**src/rtl/dmem_lsu_pkg.sv**
```systemverilog
// Shared opcodes, FSM states and decode helpers for the data-memory load/store unit.
package dmem_lsu_pkg;

  localparam logic [5:0] OPC_LB  = 6'h20;
  localparam logic [5:0] OPC_LH  = 6'h21;
  localparam logic [5:0] OPC_LW  = 6'h23;
  localparam logic [5:0] OPC_LBU = 6'h24;
  localparam logic [5:0] OPC_LHU = 6'h25;
  localparam logic [5:0] OPC_SB  = 6'h28;
  localparam logic [5:0] OPC_SH  = 6'h29;
  localparam logic [5:0] OPC_SW  = 6'h2B;

  typedef enum logic [1:0] {
    ST_IDLE = 2'd0,
    ST_REQ  = 2'd1,
    ST_DONE = 2'd2
  } state_e;

  typedef enum logic [2:0] {
    MOP_LB, MOP_LBU, MOP_LH, MOP_LHU, MOP_LW, MOP_SB, MOP_SH, MOP_SW
  } mop_e;

  typedef struct packed {
    logic valid;
    mop_e op;
  } dec_t;

  function automatic dec_t decode(input logic [5:0] opc);
    dec_t d;
    d.valid = 1'b1;
    d.op    = MOP_LW;
    case (opc)
      OPC_LB:  d.op = MOP_LB;
      OPC_LBU: d.op = MOP_LBU;
      OPC_LH:  d.op = MOP_LH;
      OPC_LHU: d.op = MOP_LHU;
      OPC_LW:  d.op = MOP_LW;
      OPC_SB:  d.op = MOP_SB;
      OPC_SH:  d.op = MOP_SH;
      OPC_SW:  d.op = MOP_SW;
      default: d.valid = 1'b0;
    endcase
    return d;
  endfunction

  function automatic logic is_load(input mop_e op);
    return (op == MOP_LB) || (op == MOP_LBU) || (op == MOP_LH) ||
           (op == MOP_LHU) || (op == MOP_LW);
  endfunction

  function automatic logic aligned(input mop_e op, input logic [1:0] off);
    case (op)
      MOP_LW, MOP_SW:          return off == 2'b00;
      MOP_LH, MOP_LHU, MOP_SH: return off[0] == 1'b0;
      default:                 return 1'b1;
    endcase
  endfunction

endpackage

```
**src/rtl/dmem_lsu_if.sv**
```systemverilog
// Handshaked (req/ack) data-memory bus with byte enables; master = LSU, slave = memory.
interface dmem_lsu_if;
  logic        mem_req;
  logic        mem_we;
  logic [3:0]  mem_be;
  logic [31:0] mem_adr;
  logic [31:0] mem_wdata;
  logic        mem_ack;
  logic [31:0] mem_rdata;

  modport master (
    output mem_req, mem_we, mem_be, mem_adr, mem_wdata,
    input  mem_ack, mem_rdata
  );

  modport slave (
    input  mem_req, mem_we, mem_be, mem_adr, mem_wdata,
    output mem_ack, mem_rdata
  );
endinterface

```
**src/rtl/dmem_lsu_lane.sv**
```systemverilog
// Byte-lane steering: store byte enables / replicated data and load extraction with extension.
module lsu_lane
  import dmem_lsu_pkg::*;
(
  input  mop_e        op,
  input  logic [1:0]  off,
  input  logic [31:0] sdata,
  input  logic [31:0] rdata,
  output logic [3:0]  be,
  output logic [31:0] wdata,
  output logic [31:0] ldata
);

  logic [7:0]  rbyte;
  logic [15:0] rhalf;

  assign rbyte = rdata[{off, 3'b000} +: 8];
  assign rhalf = rdata[{off[1], 4'b0000} +: 16];

  always_comb begin
    be    = 4'hF;
    wdata = sdata;
    ldata = rdata;
    case (op)
      MOP_LB:  ldata = {{24{rbyte[7]}}, rbyte};
      MOP_LBU: ldata = {24'd0, rbyte};
      MOP_LH:  ldata = {{16{rhalf[15]}}, rhalf};
      MOP_LHU: ldata = {16'd0, rhalf};
      MOP_SB: begin
        be    = 4'b0001 << off;
        wdata = {4{sdata[7:0]}};
      end
      MOP_SH: begin
        be    = off[1] ? 4'b1100 : 4'b0011;
        wdata = {2{sdata[15:0]}};
      end
      default: ;
    endcase
  end

endmodule

```
**src/rtl/dmem_lsu.sv**
```systemverilog
// Load/store unit: issues one memory access at a time, stalls the core until ack or timeout.
module dmem_lsu
  import dmem_lsu_pkg::*;
#(
  parameter int MAX_WAIT = 255
)(
  input  logic        CLK,
  input  logic        RST,
  input  logic        EN,
  input  logic [31:0] Ins,
  input  logic [31:0] Result,
  input  logic [31:0] Rdata2,
  output logic        Stall,
  output logic [31:0] LoadData,
  output logic        LoadValid,
  output logic        AdrErr,
  output logic        BusErr,
  dmem_lsu_if.master  mem
);

  localparam int CNT_W = $clog2(MAX_WAIT + 1);
  localparam logic [CNT_W-1:0] CNT_LAST = CNT_W'(MAX_WAIT - 1);

  state_e           state_q, state_d;
  dec_t             dec;
  logic             addr_ok, issue, misalign, acked, timeout;
  logic [CNT_W-1:0] wait_q;

  mop_e             op_p1;
  logic [1:0]       off_p1;
  logic [29:0]      wadr_p1;
  logic [31:0]      sdata_p1;

  logic [3:0]       lane_be;
  logic [31:0]      lane_wdata, lane_ldata;
  logic             unused_ins;

  assign unused_ins = ^Ins[25:0];

  assign dec      = decode(Ins[31:26]);
  assign addr_ok  = aligned(dec.op, Result[1:0]);
  assign issue    = (state_q == ST_IDLE) && EN && dec.valid && addr_ok;
  assign misalign = (state_q == ST_IDLE) && EN && dec.valid && !addr_ok;
  assign acked    = (state_q == ST_REQ) && mem.mem_ack;
  // An ack arriving in the last allowed cycle still wins over the timeout.
  assign timeout  = (state_q == ST_REQ) && !mem.mem_ack && (wait_q == CNT_LAST);

  lsu_lane u_lane (
    .op    (op_p1),
    .off   (off_p1),
    .sdata (sdata_p1),
    .rdata (mem.mem_rdata),
    .be    (lane_be),
    .wdata (lane_wdata),
    .ldata (lane_ldata)
  );

  always_ff @(posedge CLK) begin
    if (RST) state_q <= ST_IDLE;
    else     state_q <= state_d;
  end

  always_comb begin
    state_d = state_q;
    case (state_q)
      ST_IDLE: if (issue) state_d = ST_REQ;
      ST_REQ: begin
        if (acked)        state_d = ST_DONE;
        else if (timeout) state_d = ST_IDLE;
      end
      ST_DONE: state_d = ST_IDLE;
      default: state_d = ST_IDLE;
    endcase
  end

  // Issue stage: operands captured once; later core changes while stalled are ignored.
  always_ff @(posedge CLK) begin
    if (issue) begin
      op_p1    <= dec.op;
      off_p1   <= Result[1:0];
      wadr_p1  <= Result[31:2];
      sdata_p1 <= Rdata2;
    end
  end

  always_ff @(posedge CLK) begin
    if (RST) begin
      wait_q   <= '0;
      AdrErr   <= 1'b0;
      BusErr   <= 1'b0;
      LoadData <= '0;
    end else begin
      AdrErr <= misalign;
      BusErr <= timeout;
      if ((state_q == ST_REQ) && !acked && !timeout) wait_q <= wait_q + 1'b1;
      else                                           wait_q <= '0;
      if (acked && is_load(op_p1)) LoadData <= lane_ldata;
    end
  end

  always_comb begin
    mem.mem_req   = 1'b0;
    mem.mem_we    = 1'b0;
    mem.mem_be    = 4'h0;
    mem.mem_adr   = 32'd0;
    mem.mem_wdata = 32'd0;
    LoadValid     = 1'b0;
    Stall         = issue;
    case (state_q)
      ST_REQ: begin
        Stall         = 1'b1;
        mem.mem_req   = 1'b1;
        mem.mem_we    = !is_load(op_p1);
        mem.mem_be    = lane_be;
        mem.mem_adr   = {2'b00, wadr_p1};
        mem.mem_wdata = is_load(op_p1) ? 32'd0 : lane_wdata;
      end
      ST_DONE: LoadValid = is_load(op_p1);
      default: ;
    endcase
  end

endmodule

```
**src/flat_wrapper.sv**
```systemverilog
// flat-port wrapper written by rule: the top's interface ports become plain ports
module dmem_lsu_flat import dmem_lsu_pkg::*;
#(
  parameter int MAX_WAIT = 255
)
  (CLK, RST, EN, Ins, Result, Rdata2, Stall, LoadData, LoadValid, AdrErr, BusErr, mem_mem_req, mem_mem_we, mem_mem_be, mem_mem_adr, mem_mem_wdata, mem_mem_ack, mem_mem_rdata);
  dmem_lsu_if mem_i ();
  input  logic CLK;
  input  logic RST;
  input  logic EN;
  input  logic [31:0] Ins;
  input  logic [31:0] Result;
  input  logic [31:0] Rdata2;
  output logic Stall;
  output logic [31:0] LoadData;
  output logic LoadValid;
  output logic AdrErr;
  output logic BusErr;
  output wire logic [$bits(mem_i.mem_req)-1:0] mem_mem_req;
  output wire logic [$bits(mem_i.mem_we)-1:0] mem_mem_we;
  output wire logic [$bits(mem_i.mem_be)-1:0] mem_mem_be;
  output wire logic [$bits(mem_i.mem_adr)-1:0] mem_mem_adr;
  output wire logic [$bits(mem_i.mem_wdata)-1:0] mem_mem_wdata;
  input wire logic [$bits(mem_i.mem_ack)-1:0] mem_mem_ack;
  input wire logic [$bits(mem_i.mem_rdata)-1:0] mem_mem_rdata;
  assign mem_mem_req = mem_i.mem_req;
  assign mem_mem_we = mem_i.mem_we;
  assign mem_mem_be = mem_i.mem_be;
  assign mem_mem_adr = mem_i.mem_adr;
  assign mem_mem_wdata = mem_i.mem_wdata;
  assign mem_i.mem_ack = mem_mem_ack;
  assign mem_i.mem_rdata = mem_mem_rdata;
  dmem_lsu #(.MAX_WAIT(MAX_WAIT)) u_core (.CLK(CLK), .RST(RST), .EN(EN), .Ins(Ins), .Result(Result), .Rdata2(Rdata2), .Stall(Stall), .LoadData(LoadData), .LoadValid(LoadValid), .AdrErr(AdrErr), .BusErr(BusErr), .mem(mem_i));
endmodule
```
**config.mk**
```make
export PLATFORM = sky130hd
export DESIGN_NAME = dmem_lsu_flat
export DESIGN_NICKNAME = d
export VERILOG_FILES = /design/src/rtl/dmem_lsu_pkg.sv /design/src/rtl/dmem_lsu_if.sv /design/src/rtl/dmem_lsu_lane.sv /design/src/rtl/dmem_lsu.sv /design/src/flat_wrapper.sv
export SDC_FILE = /design/constraint.sdc
export NUM_CORES = 1
export LEC_CHECK = 0
export CORE_AREA = 10 10 118 120
export DETAILED_ROUTE_END_ITERATION = 8
export DIE_AREA = 0 0 128 130
export GPL_TIMING_DRIVEN = 0
export PLACE_DENSITY = 0.84
export SLEW_MARGIN = 40
export SYNTH_ARGS = -nofsm -noshare
export SYNTH_HDL_FRONTEND = slang
export SYNTH_SLANG_ARGS = --single-unit
```
**constraint.sdc**
```tcl
create_clock -name CLK -period 7.1 [get_ports CLK]
set_input_delay 1.775 -clock CLK [delete_from_list [all_inputs] [get_ports CLK]]
set_output_delay 1.775 -clock CLK [all_outputs]
set_load 0.02 [all_outputs]
```
==> flow_summary.yaml <==
timing:
  setup_violations: 0
  finalClockSkew_ns: 0.007601
  period_minus_slack_ns: 5.363
  tightest_slew_ns: 0.7449
  fmaxAchievable_ghz: 0.1865
  relSlewSlack_pct: 50.34
  finalCritPeriodShare_pct: 75.53
  rsz0062_at_grt: "false"
  tns_ns: 0
  maxSlewViolCount: 0
  final_hold_viol_count: 0
clocking:
  clk_pin_slew_ns: 0.07
  cts_max_path_buffers: 2
  cts_root_buf: "clkbuf_16"
  post-cts-setup-buffers: 0
  cts.sinks: 111
  cts_tree: "yes"
  clkLatencyLatePin_ns: 0.35
  cts_resized: 0
  htree_levels: 3
  cts-hold-fix-buffers: 0
  cts-buffers-inserted: 9
route:
  vias: 4436
  detail_route.drc_violations: 0
  finalWirelength_um: 16730
  wl_per_cell_um: 19.87
  postRouteAntennaNets: 0
  drt_iter0_markers: 461
  drtPass1Iterations: 5
  viasPerCell: 5.268
worst_setup_path:
  crit_arrival_ns: 3.59
  worstReg2RegEnd: "u_core.LoadData[5]"
  path_max_fanout: 5
  crit_chain: "clkdlybuf4s50_1 -> inv_1 -> o21ai_0 -> nand4_1 -> nand2_1 -> clkdlybuf4s50_1"
  cpLargestDelayFamily: "buffers and inverters"
  path_buf_inv: 3
  startpoint_type: "primary input"
  path_common_cell: "clkdlybuf4s50_1"
  r2r.worst_path.cells: 5
  endpoint_kind: "primary output"
  r2r-start: "u_core.op_p1[1]"
  slowest_stage: "clkdlybuf4s50_1"
  worstSetupPathType: "in2out"
  cpPeakStageDelay_ns: 0.62
  cp.required_ns: 5.33
  r2r_slack_ns: 5.00
yosys:
  synth_edf_count: 67
  ys_ff_latch: 111
  syn_inst: 468
  ys_seq_area_share_pct: 58.50
  synth_area_sq_mm: 0.004945
  async_flop_share_pct: 0
  yosysUniqueCellTypes: 41
  syn_area_per_cell_sq_um: 10.57
  synthFlopType: "edfxtp_1"
  synth.yosys.warnings: 0
floorplan:
  initial_core_util_pct: 42.22
  num_io_pins: 238
  die_area_sq_mm: 0.01664
  rows: 40
  core_area_sq_mm: 0.01171
  die_w_um: 128
  die_h_um: 130
pwr:
  power.switching_uw: 289.6
  finalPower_mw: 1.296
  pwr-share-comb_pct: 9.6
  p_int_mw: 1.006
  p_clk_share_pct: 36.6
  powerDensity_mw_per_mm2: 172.4
  irDropWorstVdd_mv: 0.1320
  seq_power_share_pct: 53.8
  p_leak_nw: 2.612
  swShare_pct: 22.34
final_layout:
  final_common_cell: "clkdlybuf4s50_1"
  drive_gt1_share_pct: 7.482
  most-common-layout-cells: "clkdlybuf4s50_1, nand2_1, edfxtp_1"
  diodes: 0
  fin_nets: 824
  syn_to_final_growth_pct: 52.07
placement:
  place.gp.congestion: 0.8783
  port_buffers: 209
  place.detailed.hpwl_um: 13350
job:
  maxCapViolations: 0
min_path:
  hp-start: "u_core.LoadData[10]"
  hold_path.class: "reg2reg"
  hold_depth: 2
  holdPathEnd: "u_core.LoadData[10]"
global_routing:
  antenna_found_initial: 0
  grt_max_degree: 48
  grt_first_pass_wirelength_um: 26330
  grt_usage_pct: 20.14
  grt_pass1_vias: 4818
  grt_overflow_total: 0
status:
  status: "completed"
## state kept, by name, summed over array words and instances, names as in the netlist
signal / flops
u_core.off_p1: 2
u_core.state_q: 2
u_core.BusErr: 1
u_core.wait_q: 8
u_core.sdata_p1: 32
u_core.LoadData: 32
u_core.AdrErr: 1
u_core.op_p1: 3
u_core.wadr_p1: 30
## power groups by stage
stage                     registers [mW]  clock network (mW)  logic [mW]
final                              0.697               0.474       0.125
after global routing               0.698               0.515       0.134
after CTS                          0.697               0.484       0.125
after detailed placement           0.712                   0       0.124
after global placement             0.712                   0       0.120
after floorplan                    0.713                   0      0.0388
## worst max path at each step
stage                 start  endpoint  slack [ns]  depth (start not counted)
floorplan           Ins[30]     Stall        2.92                          4
global placement    Ins[26]     Stall        1.86                          6
detailed placement  Ins[26]     Stall        1.72                          6
CTS                 Ins[26]     Stall        1.73                          6
global route        Ins[26]     Stall        1.63                          6
finish              Ins[26]     Stall        1.74                          6
## area by class of cell
| cell class | instances | area, sq um |
|---|---|---|
| multi-input cells | 323 | 1889 |
| clock inverters | 6 | 43.79 |
| plain buffers | 26 | 132.6 |
| inverters | 9 | 36.28 |
| clock buffers | 10 | 229.0 |
| well taps | 147 | 183.9 |
| fillers | 965 | 4192 |
| repair buffers | 210 | 2112 |
| flip-flops and latches | 111 | 2893 |
## logic make-up (layout without fill, tap and decap cells)
logic type	after synthesis	after routing	synth area share, %
buffers and inverters	35	261	3.365
other	1	2	0.07584
xor gates and xnor gates	4	4	0.7086
and+or+nand+nor	213	213	22.14
adders and majority gates	2	2	0.5060
DFF	111	111	58.50
muxes	17	17	3.897
AOI/OAI and AO/OA	85	85	10.80
## per-stage QoR
step / cell area, sq um / cells / setup slack (ns) / hold WS, ns / util, %
global placement: 7224 / 825 / 1.855 / 0.4398 / 61.69
detailed placement: 7247 / 826 / 1.720 / 0.4601 / 61.88
global route: 7520 / 842 / 1.630 / 0.4924 / 64.21
CTS: 7520 / 842 / 1.727 / 0.4756 / 64.21
finish: 7520 / 842 / 1.737 / 0.4712 / 64.21
floorplan: 4949 / 469 / 2.919 / 0.4297 / -
## cell usage after synthesis, types with 4 or more instances
| master | number | share of area (%) |
|---|---|---|
| mux2i_1 | 8 | 1.6 |
| nor2_1 | 28 | 2.1 |
| and3_1 | 4 | 0.51 |
| nor3_2 | 9 | 1.8 |
| buf_2 | 7 | 0.71 |
| nand2_1 | 67 | 5.1 |
| o21ai_0 | 22 | 2.2 |
| nand2b_1 | 5 | 0.63 |
| mux2_2 | 8 | 1.8 |
| clkbuf_1 | 14 | 1.1 |
| inv_1 | 7 | 0.53 |
| nor2b_1 | 10 | 1.3 |
| or3_1 | 4 | 0.51 |
| and2_1 | 39 | 4.9 |
| edfxtp_1 | 67 | 41 |
| a21oi_1 | 40 | 4.0 |
| o221ai_1 | 15 | 2.7 |
| nand3_1 | 14 | 1.4 |
| nor3_1 | 25 | 2.5 |
| dfxtp_1 | 44 | 18 |
## layer usage
metal	part of all wire [%]	wire (um)	up-vias	global-route usage (%)
li1	-	-	2104	-
met1	38	6375	2053	22.21
met2	46	7618	253	32.08
met3	14	2350	26	11.28
met4	2.3	387	0	7.152
met5	0	0	-	0
## worst min-delay path, delay by kind of cell (launching register included)
family | cells | cell delay [ns]
compound gates | 1 | 0.05
flops | 1 | 0.32
simple gates | 1 | 0.05
Note: power is estimated with default switching activity, not from simulation.
==> variant 1, RTL diff (same settings) <==
Re-encode `state_e` (3 states) as one-hot, 3 bits wide.
--- a/src/rtl/dmem_lsu_pkg.sv
+++ b/src/rtl/dmem_lsu_pkg.sv
@@ -10,10 +10,10 @@
   localparam logic [5:0] OPC_SH  = 6'h29;
   localparam logic [5:0] OPC_SW  = 6'h2B;
 
-  typedef enum logic [1:0] {
-    ST_IDLE = 2'd0,
-    ST_REQ  = 2'd1,
-    ST_DONE = 2'd2
+  typedef enum logic [2:0] {
+    ST_IDLE = 3'b001,
+    ST_REQ  = 3'b010,
+    ST_DONE = 3'b100
   } state_e;
 
   typedef enum logic [2:0] {
Behaviour: same outputs for any inputs over 10 cycles, from zero or initial values and one cycle with RST high; not proved beyond that.
==> variant 1 against the original RTL <==
Routed wire length grew 3.3%. Area after synthesis up 2.8%. Fmax down 6.3%. Critical path depth unchanged. Setup slack lost 0.36 ns. Sequential cell count rose by 1. Synthesized cell count increased by 2.1%. Clock power rose by 6.5%. Total power decreased by 0.17%. Worst hold slack improved by 0.018 ns. Design area up 2.2%. Highest routed layer unchanged.
==> variant 1: results (changes against the original RTL) <==
INFO  metric run_status = completed
INFO  metric synth_warnings = 0 (unchanged)
INFO  metric dpl_cell_area = 7390 um^2 (+1.9%)
INFO  metric first_drt_iteration_drcs = 332 (-28%)
INFO  metric cts_buffers = 9 (unchanged)
INFO  metric layout_top_registers = u_core.LoadData: 32 flops, u_core.sdata_p1: 32 flops, u_core.wadr_p1: 30 flops
INFO  metric timing.critical_path.arrival = 3.95 ns (+0.36 ns)
INFO  metric grt_usage = 20.3% (+0.17 points)
INFO  metric cellInternalPower = 0.00102 W (+1.2%)
INFO  metric critPathMaxStageDelay = 0.62 ns (about the same)
INFO  metric grt_antenna_before_repair = 0 (unchanged)
INFO  metric post_synth_num_cell_types = 53 (+29%)
INFO  metric clk_pin_slew_worst_paths = 0.08 ns
INFO  metric grt_max_degree = 45 (-6.3%)
INFO  metric worst_path_max_delay_cell = clkdlybuf4s50_1
INFO  metric synth_top_cells_by_area = edfxtp_1, dfxtp_1, nand2_1, and2_1, nor2_1
INFO  metric number_of_enable_flip_flop_cells_after_synthesis = 67 (unchanged)
INFO  metric min-delay-path-class = flip-flop to flip-flop
INFO  metric clock_tree.root_cell = clkbuf_16
INFO  metric diodes = 0 (unchanged)
INFO  metric post_cts_buffers = 0 (unchanged)
INFO  metric path_max_fanout = 5 (unchanged)
INFO  metric fin_skew = 0.00382 ns (-0.00378 ns)
INFO  metric nNetsFinal = 834 (+1.2%)
INFO  metric cts.path.max_buffers = 2 (unchanged)
INFO  metric fraction_of_layout_instances_using_a_drive_strength_above_1 = 7.52% (+0.036 points)
INFO  metric grt_first_pass_wirelength = 26.5 mm (+0.50%)
INFO  metric cts_resized = 0 (unchanged)
INFO  metric detail_route.first_pass.iterations = 4 (-1)
INFO  metric async_flop_share = 0% (unchanged)
INFO  metric critical-path-top-delay-family = buffers and inverters
INFO  metric relSlewSlack = 58.5% (+8.2 points)
INFO  metric drt-wirelength-per-cell = 20.3 um (+2.0%)
INFO  metric globalplace.congestion = 0.907 (+3.3%)
INFO  metric synth.cells.most_frequent = nand2_1, edfxtp_1, nor2_1, dfxtp_1, and2_1
INFO  metric first_global_vias = 4809 (-0.19%)
INFO  metric cts_hold_repair.buffers = 0 (unchanged)
INFO  metric static-leakage-power = 2.65 nW (+1.4%)
INFO  metric via_count = 4549 (+2.5%)
INFO  metric cts_max_level = 3 (unchanged)
INFO  metric peakVddDrop = 0.153 mV (+16%)
INFO  metric port-buffer-count = 209 (unchanged)
INFO  metric place_hpwl = 13.8 mm (+3.4%)
INFO  metric clock_insertion_delay_worst_skew = 0.34 ns
INFO  metric post_synthesis_sequential_area_ratio = 57.3% (-1.2 points)
-- variant 1: cell types whose count changed after synthesis, moves of 8 or more --
| cell | change |
|---|---|
| nor2_1 | +24 |
| nor3_1 | -23 |
| a211oi_1 | +14 |
| a21oi_1 | -11 |
| nand2b_1 | +11 |
| o21ai_0 | -10 |
| nor3_2 | -9 |
| o221ai_1 | -8 |
-- variant 1: worst reg2reg max path, delay by kind of cell (launching register included) --
kind                   cells  cell delay, ns
and+or+nand+nor            1            0.20
buffers and inverters      2            0.63
DFF                        1            0.34
AOI/OAI and AO/OA          2            0.78
-- variant 1: logic make-up (layout without fill, tap and decap cells) --
family | Yosys count | count (layout) | share of synthesized area [%]
other | 1 | 2 | 0.0737
multiplexers | 19 | 19 | 4.75
XOR/XNOR | 6 | 6 | 1.03
adder cells (fa/ha/maj) | 2 | 2 | 0.492
flip-flops | 112 | 112 | 57.3
AND/OR/NAND/NOR | 211 | 211 | 20.4
buffers and inverters | 38 | 264 | 3.72
AO/OA/AOI/OAI | 89 | 89 | 12.2
-- variant 1: routing by layer --
metal	vias up	share of wire, %	global-route usage (%)
met5	-	0	0
met3	16	13	11.1
met2	221	48	34.0
met4	0	1.4	7.09
li1	2139	-	-
met1	2173	37	21.3
-- variant 1: worst paths after layout --
| kind | from | endpoint | slack, ns | cells past startpoint |
|---|---|---|---|---|
| setup / recovery | Ins[28] | Stall | 1.38 | 6 |
| hold / removal | u_core.wait_q[0] | u_core.wait_q[0] | 0.49 | 1 |
| setup reg to reg | u_core.state_q[1] | u_core.sdata_p1[19] | 4.81 | 5 |
| hold reg to reg | u_core.wait_q[0] | u_core.wait_q[0] | 0.49 | 1 |
-- variant 1: metrics by stage --
stage	std cells	total power [W]	setup WS [ns]	util (%)
2_1_floorplan	479	0.000731	2.59	-
3_3_place_gp	835	0.000800	1.49	62.9
3_5_place_dp	836	0.000803	1.36	63.1
4_1_cts	852	0.00130	1.36	65.6
5_1_grt	852	0.00134	1.19	65.6
6_report	852	0.00129	1.38	65.6
-- variant 1: area by class of cell --
class	instances	area (um^2)
timing repair buffer	210	2110
buffer	31	163
clock inverter	6	50.0
fill	907	4020
multi-input combinational	329	1990
clock buffer	10	250
inverter	7	28.8
sequential	112	2910
tap	147	184
-- variant 1: power by group through the flow --
stage / sequential (W) / clock (W) / combinational [W]
2_1_floorplan: 0.000709 / 0 / 0.0000226
3_3_place_gp: 0.000709 / 0 / 0.0000910
3_5_place_dp: 0.000709 / 0 / 0.0000943
4_1_cts: 0.000694 / 0.000516 / 0.0000949
5_1_grt: 0.000694 / 0.000543 / 0.000101
6_report: 0.000694 / 0.000505 / 0.0000952
==> variant 2, RTL diff (same flow settings) <==
Made on the original files. `MAX_WAIT` is set to 255 in 2 places; all go to 510.
--- a/src/rtl/dmem_lsu.sv
+++ b/src/rtl/dmem_lsu.sv
@@ -2,7 +2,7 @@
 module dmem_lsu
   import dmem_lsu_pkg::*;
 #(
-  parameter int MAX_WAIT = 255
+  parameter int MAX_WAIT = 510
 )(
   input  logic        CLK,
   input  logic        RST,
--- a/src/flat_wrapper.sv
+++ b/src/flat_wrapper.sv
@@ -1,7 +1,7 @@
 // flat-port wrapper written by rule: the top's interface ports become plain ports
 module dmem_lsu_flat import dmem_lsu_pkg::*;
 #(
-  parameter int MAX_WAIT = 255
+  parameter int MAX_WAIT = 510
 )
   (CLK, RST, EN, Ins, Result, Rdata2, Stall, LoadData, LoadValid, AdrErr, BusErr, mem_mem_req, mem_mem_we, mem_mem_be, mem_mem_adr, mem_mem_wdata, mem_mem_ack, mem_mem_rdata);
   dmem_lsu_if mem_i ();
Function: same outputs for any inputs over 10 cycles, from zero or initial values and one cycle with RST high; that may be too few to reach the edited logic, so the function may still have changed.
==> variant 2 against the original RTL <==
Count of clock-buffer cells in the layout unchanged. First-iteration DRC count decreased by 12%. Critical path type unchanged. Fmax is 2.5% lower. Largest cell class unchanged. Die area stayed put. Area after synthesis up 1.3%. Synthesized cell count increased by 1.5%. Design area up 2.4%. Routed wire length increased by 3.6%. Setup slack worse by 0.14 ns. Sequential cell count is 1 higher. Total power up 3.1%.
==> variant 2: results (changes against the original RTL) <==
INFO  metric run_status = completed
INFO  metric post_synthesis_sequential_area_ratio = 58.2% (-0.35 points)
INFO  metric period_minus_slack = 5.50 ns (+0.138 ns)
INFO  metric nNetsFinal = 834 (+1.2%)
INFO  metric n_fill_cell = 914 (-5.3%)
INFO  metric synth.cells.most_frequent = edfxtp_1, nand2_1, dfxtp_1, a21oi_1, and2_1
INFO  metric drt-wirelength-per-cell = 20.3 um (+2.4%)
INFO  metric r2r-end = u_core.wadr_p1[18]
INFO  metric multiInputCombCellCount = 329 (+1.9%)
INFO  metric path_max_fanout = 4 (-1)
INFO  metric dpl_cell_area = 7380 um^2 (+1.8%)
INFO  metric finalHoldWorstSlack = 0.459 ns (-0.0122 ns)
INFO  metric fin_skew = 0.00727 ns (-0.000328 ns)
INFO  metric area.share.sequential = 37.8% (-0.63 points)
INFO  metric avgViaCountPerCell = 5.38 (+2.1%)
INFO  metric place_worst_setup_slack = 1.59 ns (-0.131 ns)
INFO  metric syn-mean-instance-area = 10.5 um^2 (-0.20%)
INFO  metric timing.critical_path.arrival = 3.73 ns (+0.14 ns)
INFO  metric multiInputGateArea = 1940 um^2 (+2.6%)
INFO  metric fraction_of_layout_instances_using_a_drive_strength_above_1 = 8.37% (+0.89 points)
INFO  metric slew_of_the_pin_with_the_lowest_slew_margin = 0.743 ns (-0.00198 ns)
INFO  metric peakVddDrop = 0.133 mV (+0.89%)
INFO  metric place_hpwl = 13.9 mm (+3.9%)
INFO  metric via_count = 4584 (+3.3%)
INFO  metric synth_top_cells_by_area = edfxtp_1, dfxtp_1, and2_1, nand2_1, a21oi_1
INFO  metric globalplace.congestion = 0.882 (+0.36%)
INFO  metric clockNetworkAreaShare = 4.08% (+0.45 points)
INFO  metric signal_buffer_area_fraction = 30.1% (+0.22 points)
INFO  metric grt_usage = 20.8% (+0.67 points)
INFO  metric grt_max_degree = 22 (-54%)
INFO  metric first_global_vias = 5024 (+4.3%)
INFO  metric setup.worst_path.start = Ins[30]
INFO  metric cts_sinks = 112 (+0.90%)
## variant 2: changes by cell type after synthesis, moves of 2 or more
cell / delta
nand3_1: -2
nor2_1: +4
nand4_1: +3
xor2_1: -2
nand2_1: -2
nor3_1: -2
xnor2_1: +2
a21oi_1: +3
## variant 2: report_power, final
group	internal [W]	switching, W	leakage, nW
sequential	0.000694	0.00000246	0.974
combinational	0.0000675	0.0000430	1.48
clock	0.000289	0.000241	0.151
## variant 2: cells by family after synthesis
kind of cell             count (synthesis)  synth area share (%)
flip-flops                             112                  58.2
XOR/XNOR                                 4                 0.700
multiplexers                            17                  3.92
AND/OR/NAND/NOR                        216                  22.3
adder cells (fa/ha/maj)                  2                 0.500
other                                    1                0.0749
AO/OA/AOI/OAI                           88                  11.0
buffers and inverters                   35                  3.37
## variant 2: metal layers
layer / up-vias / wire, um / global-route usage (%)
met5: - / 0 / 0
met1: 2147 / 6390 / 22.3
met2: 260 / 8350 / 35.0
met4: 0 / 351 / 6.82
met3: 31 / 2240 / 10.7
li1: 2146 / - / -
